[src/rtl/iob_shift_reg_prog.sv]
// Runtime-programmable delay line built on an external dual-port RAM used as a
// ring buffer of length D+1; each pushed sample reappears on data_o D pushes later.
module iob_shift_reg_prog #(
    parameter int DATA_W    = 21,
    parameter int N         = 32,
    parameter int ADDR_W    = $clog2(N),
    parameter int DEF_DELAY = N - 1
) (
    input  logic              clk_i,
    input  logic              cke_i,
    input  logic              arst_n_i,
    input  logic              rst_i,
    input  logic [ADDR_W-1:0] delay_i,
    input  logic              en_i,
    input  logic [DATA_W-1:0] data_i,
    output logic [DATA_W-1:0] data_o,
    output logic              valid_o,
    output logic [ADDR_W-1:0] level_o,
    output logic [ADDR_W-1:0] delay_o,
    output logic              ext_mem_clk_o,
    output logic              ext_mem_w_en_o,
    output logic [ADDR_W-1:0] ext_mem_w_addr_o,
    output logic [DATA_W-1:0] ext_mem_w_data_o,
    output logic              ext_mem_r_en_o,
    output logic [ADDR_W-1:0] ext_mem_r_addr_o,
    input  logic [DATA_W-1:0] ext_mem_r_data_i
);

    localparam logic [ADDR_W-1:0] MAX_D = ADDR_W'(N - 1);
    localparam logic [ADDR_W-1:0] RST_D = ADDR_W'(DEF_DELAY);
    localparam logic [ADDR_W-1:0] ONE   = ADDR_W'(1);

    // A zero delay cannot be realised by a read-after-write ring, so it becomes 1.
    function automatic logic [ADDR_W-1:0] clamp_delay(input logic [ADDR_W-1:0] d);
        if (d == '0) begin
            return ONE;
        end else if (d > MAX_D) begin
            return MAX_D;
        end else begin
            return d;
        end
    endfunction

    logic [ADDR_W-1:0] wa_q, wa_d;
    logic [ADDR_W-1:0] level_q, level_d;
    logic [ADDR_W-1:0] delay_q, delay_d;
    logic              valid_q, valid_d;
    logic              push;
    logic              restart;
    logic [ADDR_W-1:0] wa_next;

    always_comb begin
        push    = en_i & cke_i & ~rst_i;
        restart = rst_i & cke_i;
        wa_next = (wa_q == delay_q) ? '0 : wa_q + ONE;

        wa_d    = wa_q;
        level_d = level_q;
        delay_d = delay_q;
        valid_d = valid_q;

        if (restart) begin
            wa_d    = '0;
            level_d = '0;
            valid_d = 1'b0;
            delay_d = clamp_delay(delay_i);
        end else if (push) begin
            wa_d    = wa_next;
            level_d = (level_q == delay_q) ? delay_q : level_q + ONE;
            if (level_q == delay_q) begin
                valid_d = 1'b1;
            end
        end
    end

    always_ff @(posedge clk_i or negedge arst_n_i) begin
        if (!arst_n_i) begin
            wa_q    <= '0;
            level_q <= '0;
            delay_q <= RST_D;
            valid_q <= 1'b0;
        end else begin
            wa_q    <= wa_d;
            level_q <= level_d;
            delay_q <= delay_d;
            valid_q <= valid_d;
        end
    end

    // The read slot is the oldest entry, always distinct from the write slot.
    assign ext_mem_clk_o    = clk_i;
    assign ext_mem_w_en_o   = push;
    assign ext_mem_r_en_o   = push;
    assign ext_mem_w_addr_o = wa_q;
    assign ext_mem_r_addr_o = wa_next;
    assign ext_mem_w_data_o = data_i;

    assign data_o  = valid_q ? ext_mem_r_data_i : '0;
    assign valid_o = valid_q;
    assign level_o = level_q;
    assign delay_o = delay_q;

endmodule

[config.mk]
export PLATFORM = sky130hd
export DESIGN_NAME = iob_shift_reg_prog
export DESIGN_NICKNAME = d
export VERILOG_FILES = /design/src/rtl/iob_shift_reg_prog.sv
export SDC_FILE = /design/constraint.sdc
export NUM_CORES = 1
export LEC_CHECK = 0
export ABC_AREA = 1
export BUFFER_PORTS_ARGS = -buffer_cell sky130_fd_sc_hd__buf_2
export CORE_ASPECT_RATIO = 1.1
export CORE_MARGIN = 2
export CORE_UTILIZATION = 41
export DETAILED_ROUTE_END_ITERATION = 7
export PLACE_DENSITY_LB_ADDON = 0.3
export SYNTH_ARGS = -nofsm -noshare
export SYNTH_HDL_FRONTEND = slang
export SYNTH_SLANG_ARGS = --single-unit
[constraint.sdc]
create_clock -name clk_i -period 3.3 [get_ports clk_i]
set_clock_uncertainty 0.2 [all_clocks]
set_input_delay 0.495 -clock clk_i [delete_from_list [all_inputs] [get_ports clk_i]]
set_output_delay 0.495 -clock clk_i [all_outputs]
set_load 0.02 [all_outputs]
==> results of run 1 <==
## layout make-up
cell class	count	area, sq um	share of cell area
well taps	36	45.0	0.0267
inverters	47	178	0.105
clock buffers	8	63.8	0.0379
multi-input cells	128	611	0.363
repair buffers	75	380	0.226
flip-flops and latches	16	407	0.241
## what timing repair did
action                    in CTS  in global routing
hold buffers                   1                  0
setup buffers                  0                  0
hold endpoints to repair      11                  0
## sequential cells by signal, summed over array words and instances (netlist names)
| name | count |
|---|---|
| ext_mem_w_addr_o | 5 |
| valid_o | 1 |
| delay_o | 5 |
| level_o | 5 |
## Yosys cell counts, drive strengths merged
| cell type | instances | area share |
|---|---|---|
| ha | 2 | 0.018 |
| inv | 46 | 0.13 |
| dfstp | 5 | 0.095 |
| clkinv | 1 | 0.0036 |
| o21ai | 7 | 0.025 |
| xnor2 | 4 | 0.025 |
| nand4 | 4 | 0.018 |
| or2 | 1 | 0.0045 |
| nand3 | 7 | 0.034 |
| clkbuf | 2 | 0.0054 |
| nor2 | 19 | 0.072 |
| and3 | 1 | 0.0045 |
| nand2 | 76 | 0.21 |
| xor2 | 1 | 0.0063 |
| dfrtp | 11 | 0.20 |
| a21oi | 5 | 0.018 |
| o211ai | 1 | 0.0054 |
| buf | 24 | 0.13 |
## per-layer routing
layer  global-route usage  vias up  share of wire
met4                0.105        0          0.015
met3               0.0419        6          0.049
li1                     -      726              -
met5                    0        -              0
met1                0.221      597           0.45
met2                0.262       27           0.48
## where the power goes
group	internal [mW]	switching, mW
sequential	0.217	0.0266
combinational	0.0650	0.110
clock	0.115	0.0926
total	0.398	0.230
## worst min-delay path, stage by stage
cell,delay [ps]
buf_2,100
nand2_1,50
o211ai_1,80
## per-stage QoR
stage	hold slack [ps]	setup slack, ps	power, mW	utilization
after floorplan	-0.591	821	0.431	-
after global placement	227	820	0.451	0.493
after detailed placement	229	820	0.452	0.493
after CTS	126	573	0.639	0.514
after global routing	148	571	0.671	0.514
final	135	583	0.627	0.514
## worst min path at each step
stage               start                               to  slack (ps)  depth (start not counted)
2_1_floorplan    arst_n_i  ext_mem_w_addr_o[0]$_DFFE_PN0P_        -0.6                          0
3_3_place_gp     arst_n_i  ext_mem_w_addr_o[2]$_DFFE_PN0P_         230                          1
3_5_place_dp     arst_n_i  ext_mem_w_addr_o[0]$_DFFE_PN0P_         230                          1
4_1_cts        delay_i[0]           delay_o[0]$_DFFE_PN1N_         130                          3
5_1_grt        delay_i[0]           delay_o[0]$_DFFE_PN1N_         150                          3
6_report       delay_i[0]           delay_o[0]$_DFFE_PN1N_         130                          3
## cell families (layout without fill, tap and decap cells)
group           Yosys count  count (layout)  share of synthesized area
compound gates           13              13                     0.0490
fa+ha+maj                 2               2                     0.0181
simple gates            108             108                      0.344
flops                    16              16                      0.295
buf+inv                  73             130                      0.263
xor+xnor                  5               5                     0.0317
==> flow_summary.ini, run 1 <==
[logic_synthesis]
syn_area_sq_mm = 0.00138
ys_ff_latch = 16
syn-mean-instance-area_sq_um = 6.36
seq_area_frac_synth = 0.295
ys_warn_count = 0
synth_fp_nets = 271
netlist_instances = 217
ys_types = 24

[clock_tree]
cts_resized = 0
insertion_delay_ps = 390
clk_pin_slew_ps = 100
cts_tree = done

[die]
rows = 22
core_area_sq_mm = 0.00328
die_w_um = 59.3
die-area_sq_mm = 0.00385
start_util = 0.421
die_height_um = 64.9
io_pins = 118

[finish]
layout_common_cells = buf_2, nand2_1, inv_1
num_antenna_cells = 0
fin_area_sq_mm = 0.00168
nFillCells = 331
area_growth_pct = 22.0
final_common_cell = buf_2
final_nets = 329
drive_gt1_frac = 0.358
final_cells = 310

[placement]
dp_cells = 302
placed_area_sq_mm = 0.00162
dpl.hpwl_mm = 2.58
gp_congestion = 0.788
io_buffers = 75

[detailed_routing]
drtIter0Drc = 49
ant_nets = 0
wl_per_cell_um = 10.5
via_count = 1356
drc_errors = 0
totalWireLength_mm = 3.27
viasPerCell = 4.37
dr.pass1.iters = 4

[worst_setup_path]
r2r_end = valid_o$_DFFE_PN0P_
path_depth = 3
critPathTopFamily = buffers and inverters
crit_buf_inv = 3
slowest_delay_ps = 150
worstSetupPathType = clk2out
cp.required_ps = 2600
critPathArrivalTime_ps = 2020
rr_worst_depth = 8
cp_cell_sequence = clkbuf_4, clkbuf_4, buf_2
slowest_stage = buf_2
cp_max_fo = 2
critPathLaunchType = clock port
rr_startpoint = delay_o[1]$_DFFE_PN1N_
crit_path_end_kind = primary output
critPathCapture = ext_mem_clk_o
reg2reg_slack_ps = 1690
cp-startpoint = clk_i
critPathMostFrequentCell = clkbuf_4

[timing]
rsz0062_at_grt = no
hold_viol_final = 0
drv_slew = 0
setup_viol = 0
worstMarginPinSlew_ps = 647
finalSetupTns_ps = 0
relSlewSlack = 0.569

[power_and_ir_drop]
max-vdd-ir-drop_uv = 308
p_per_area_mw_per_mm2 = 372
p_leak_nw = 1.19

[global_route]
grt_overflow_total = 0
grt_usage = 0.174
antenna_found_initial = 0
grt_max_degree = 24
grt_pass1_vias = 1132
grt_pass1_wl_mm = 5.04

[hold_path]
hold_path.class = in2reg

[job]
drv_cap = 0

[outcome]
status = finished, final reports clean
No activity file was read; power rests on OpenSTA's default activity.
==> run 2, diff against run 1 <==
- ABC_AREA: 1 -> 0
- CORE_UTILIZATION: 41 -> 33
- clock period: 3.3 -> 2.2 ns (I/O delays scaled with it)
==> run 2 against run 1 <==
- clock power increased by 100%
- sequential share of layout area decreased by 0.37 points
- synthesized area decreased by 8.0%
- design area increased by 1.9%
- hold slack got worse by 100 ps
- worst setup slack got worse by 510 ps
- largest power group is now clock
- largest cell class unchanged
- utilization decreased by 4.5 points
- synthesized cell count decreased by 31%
- first-iteration DRC count decreased by 69%
- global-route usage decreased by 1.2 points
- highest routed layer unchanged
- sequential power increased by 55%
==> flow_summary.ini, run 2 <==
[die]
io_pins = 118
core_area_sq_mm = 0.00365
die-area_sq_mm = 0.00436
die_height_um = 69.1
die_w_um = 63.2
start_util = 0.347
rows = 23

[detailed_routing]
route.met2.wl_mm = 1.70
top_layer_used = met4
dr.pass1.iters = 4
viasPerCell = 4.79
drtIter0Drc = 15
ant_nets = 0
totalWireLength_mm = 3.52
via_count = 1275
met1_length_mm = 1.37
wl_per_cell_um = 13.2
routed-wl-met3_um = 376
drc_errors = 0

[clock_tree]
insertion_delay_ps = 350
clk_pin_slew_ps = 60
cts_tree = done

[logic_synthesis]
synth_ff_type = dfrtp_1
synth.area.top_cells = dfrtp_1, buf_4, and2_1, dfstp_2, xnor2_1
syn_area_sq_mm = 0.00127
synth_edf_count = 0
ys_types = 34
synth_fp_nets = 204
synthArstFlopShare = 1.00
netlist_instances = 150
syn-mean-instance-area_sq_um = 8.47
yosysTopAreaCell = dfrtp_1
seq_area_frac_synth = 0.320
yosysMostFrequentCell = buf_4
synth_commonest_cells = buf_4, and2_1, nand2_1
synth_top_area_frac = 0.217
ys_warn_count = 0
ys_ff_latch = 16

[timing]
finalCritPeriodShare = 0.968
hold_viol_final = 0
setup_ws_ps = 70.2
drv_slew = 0
period_needed_ps = 2130
setup_viol = 0
relSlewSlack = 0.630
max_clock_freq_ghz = 0.470
worstMarginPinSlew_ps = 549

[placement]
io_buffers = 75
dpl.hpwl_mm = 2.65
placed_area_sq_mm = 0.00153
place_ws_ps = 285
gp_congestion = 0.790

[worst_setup_path]
cp.required_ps = 1670
cp_cell_sequence = xnor2_1, nand3_2, nor2_4, nor2_1, buf_2
critPathArrivalTime_ps = 1600
critPathLaunchType = flop
slowest_delay_ps = 570
crit_path_end_kind = primary output
worstSetupPathType = reg2out
slowest_stage = dfstp_2
cp_max_fo = 5

[finish]
nFillCells = 367
drive_gt1_frac = 0.495
area_growth_pct = 35.1
layout_common_cells = buf_2, and2_1, nand2_1
num_antenna_cells = 0
fin_area_sq_mm = 0.00172
final_nets = 271
final_common_cell = buf_2

[global_route]
antenna_found_initial = 0
grt_pass1_wl_mm = 5.53
grt_usage = 0.162
grt_pass1_vias = 1186
grt_max_degree = 24
grt_overflow_total = 0

[power_and_ir_drop]
p_leak_nw = 0.881
power_mw = 1.11
max-vdd-ir-drop_uv = 482
p_per_area_mw_per_mm2 = 646

[outcome]
status = finished, final reports clean

[hold_path]
hold_path.class = in2reg

[job]
drv_cap = 0
==> run 2: cell count changes after synthesis, sizes merged, moves of 5 or more <==
| cell | previous run | this run |
|---|---|---|
| xnor2 | 4 | 10 |
| nand2 | 76 | 18 |
| nor2 | 19 | 7 |
| inv | 46 | 3 |
| and2 | 0 | 22 |
| o211ai | 1 | 6 |
==> run 2: repair_timing <==
action,in CTS,in global routing
hold buffers,1,0
hold endpoints to repair,16,0
setup endpoints to repair,5,5
buffers inserted,0,8
pin swaps,0,2
gates resized for setup,3,4
==> run 2: cells by family (layout without fill, tap and decap cells) <==
logic type                 count (synthesis)  count (layout)  synth area share
AOI/OAI and AO/OA                         21              21             0.112
xor gates and xnor gates                  12              12            0.0828
adders and majority gates                  2               2            0.0197
buffers and inverters                     29              95             0.155
DFF                                       16              16             0.320
muxes                                      4               4            0.0355
and+or+nand+nor                           66              66             0.275
==> run 2: worst paths after layout <==
| check | to | start | slack [ps] | cells past startpoint |
|---|---|---|---|---|
| setup / recovery | ext_mem_r_addr_o[3] | delay_o[4]$_DFFE_PN1N_ | 70 | 5 |
| hold / removal | delay_o[2]$_DFFE_PN1N_ | delay_i[2] | 30 | 2 |
| setup reg to reg | level_o[1]$_DFFE_PN0P_ | delay_o[2]$_DFFE_PN1N_ | 230 | 5 |
| hold reg to reg | delay_o[0]$_DFFE_PN1N_ | delay_o[0]$_DFFE_PN1N_ | 340 | 2 |
| max in group asynchronous | delay_o[0]$_DFFE_PN1N_ | arst_n_i | 1270 | 2 |
| min in group asynchronous | ext_mem_w_addr_o[1]$_DFFE_PN0P_ | arst_n_i | 210 | 2 |
==> run 2: metal layers <==
metal	up-vias	track usage
li1	618	-
met1	559	0.165
met2	91	0.271
met3	7	0.0669
met4	0	0.104
met5	-	0
==> run 2: final cells by class <==
cell class / instances / area, sq um / area share
clock buffer: 8 / 91.3 / 0.0532
inverter: 3 / 11.3 / 0.00656
sequential: 16 / 408 / 0.238
tap: 50 / 62.6 / 0.0365
multi-input combinational: 105 / 694 / 0.405
timing repair buffer: 84 / 448 / 0.261
==> run 2: metrics by stage <==
step / TNS (ps) / hold slack [ps] / util / std cells
detailed placement: 0 / 61.5 / 0.419 / 250
finish: 0 / 32.5 / 0.469 / 266
global placement: 0 / 60.3 / 0.419 / 250
global route: -242 / 35.1 / 0.469 / 266
CTS: 0 / 27.9 / 0.447 / 258
floorplan: 0 / -166 / - / 150
==> run 2: critical path, delay by kind of cell (launching register included) <==
family / cells / cell delay [ps]
buf+inv: 1 / 160
flops: 1 / 570
xor+xnor: 1 / 140
simple gates: 3 / 370
==> run 2: where the power goes <==
part | switching [mW] | total (mW) | internal [mW]
Sequential | 0.0454 | 0.377 | 0.331
Clock | 0.158 | 0.415 | 0.257
Combinational | 0.177 | 0.317 | 0.141
==> run 3, diff against run 2 <==
- CORE_ASPECT_RATIO: 1.1 -> unset
- CORE_MARGIN: 2 -> unset
==> run 3 against run 2 <==
- utilization decreased by 0.67 points
- global-route usage about the same
- combinational power fell by 3%
- hold slack worse by 8.0 ps
- via count decreased by 1.3%
- die area down 6.0%
- non-clock buffer count fell by 2
- sequential cell count is the same
- critical path type unchanged
- critical endpoint unchanged
- largest cell class unchanged
==> flow_summary.ini, run 3 (synthesis gave the netlist of run 2 again) <==
[finish]
final_cells = 262
layout_common_cells = buf_2, and2_1, nand2_1
drive_gt1_frac = 0.505
num_antenna_cells = 0
final_common_cell = buf_2
fin_area_sq_mm = 0.00171
final_util = 0.463
final_nets = 269
area_growth_pct = 34.4

[detailed_routing]
drc_errors = 0
drtIter0Drc = 15
dr.pass1.iters = 4
ant_nets = 0
wl_per_cell_um = 12.3
via_count = 1258
viasPerCell = 4.80
totalWireLength_mm = 3.23

[timing]
finalSetupTns_ps = 0
period_needed_ps = 2150
max_clock_freq_ghz = 0.466
hold_viol_final = 0
setup_viol = 0
drv_slew = 0
setup_ws_ps = 53.4
relSlewSlack = 0.591
finalCritPeriodShare = 0.976
whs_ps = 24.5
rsz0062_at_grt = yes
worstMarginPinSlew_ps = 607

[die]
die_w_um = 64.0
die_height_um = 64.0
start_util = 0.344
io_pins = 118
core_area_sq_mm = 0.00369
rows = 22
die-area_sq_mm = 0.00410

[worst_setup_path]
crit_path_end_kind = primary output
critPathArrivalTime_ps = 1620
worstSetupPathType = reg2out
cp.required_ps = 1670
critPathLaunchType = flop
cp_max_fo = 5

[global_route]
grt_usage = 0.162
grt_pass1_wl_mm = 5.08
grt_overflow_total = 0
grt_max_degree = 24
grt_pass1_vias = 1152
antenna_found_initial = 0

[power_and_ir_drop]
pwr-share-seq = 0.333
internal_power_mw = 0.753
p_sw_frac = 0.332
p_per_area_mw_per_mm2 = 661
max-vdd-ir-drop_uv = 512
p_clk_frac = 0.394
p_leak_nw = 0.879
power_mw = 1.13
power_switching_mw = 0.375
power_frac_comb = 0.273

[clock_tree]
cts_tree = done
insertion_delay_ps = 350
clk_pin_slew_ps = 60

[placement]
gp_congestion = 0.747
placed_area_sq_mm = 0.00154
dpl.hpwl_mm = 2.41
place_ws_ps = 278
dp_cells = 249
io_buffers = 75

[job]
drv_cap = 0

[outcome]
status = finished, final reports clean

[hold_path]
hold_path.class = in2reg
run 3: layout make-up:
cell class,instances,area (sq um)
well taps,48,60.1
fillers,350,1980
clock buffers,8,101
repair buffers,82,433
flip-flops and latches,16,409
multi-input cells,105,692
inverters,3,11.3
run 3: path summary, 6_finish.rpt:
| kind | from | end | slack (ps) | depth (start not counted) |
|---|---|---|---|---|
| min in group asynchronous | arst_n_i | ext_mem_w_addr_o[0]$_DFFE_PN0P_ | 210 | 2 |
| max in group asynchronous | arst_n_i | delay_o[2]$_DFFE_PN1N_ | 1280 | 2 |
| min reg2reg | delay_o[0]$_DFFE_PN1N_ | delay_o[0]$_DFFE_PN1N_ | 330 | 2 |
| min | delay_i[4] | delay_o[4]$_DFFE_PN1N_ | 20 | 2 |
| max reg2reg | delay_o[2]$_DFFE_PN1N_ | level_o[1]$_DFFE_PN0P_ | 150 | 6 |
| max | delay_o[4]$_DFFE_PN1N_ | ext_mem_r_addr_o[3] | 50 | 5 |
run 3: repair_timing:
action	CTS	global route
hold buffers	1	0
gates resized for setup	3	5
cloned	0	0
setup buffers	0	5
hold endpoints to repair	16	0
endpoints found under the setup margin	5	5
pin swaps	0	2
run 3: routing by layer:
layer / GRT usage / up-vias / part of all wire
met5: 0 / - / 0
met4: 0.0966 / 0 / 0.014
met3: 0.0375 / 10 / 0.093
met2: 0.277 / 76 / 0.48
met1: 0.183 / 560 / 0.41
li1: - / 612 / -
run 3: critical path, stage by stage (launching register included):
cell	delay, ps
dfstp_2	580
xnor2_2	120
nand3_2	150
nor2_4	180
nor2_1	60
buf_2	160
run 3: power groups by stage:
stage	registers, mW	logic [mW]	clock network, mW
4_1_cts	0.378	0.281	0.455
2_1_floorplan	0.404	0.200	0.0531
3_5_place_dp	0.383	0.272	0.0425
3_3_place_gp	0.380	0.272	0.0425
5_1_grt	0.381	0.337	0.467
6_report	0.375	0.308	0.444
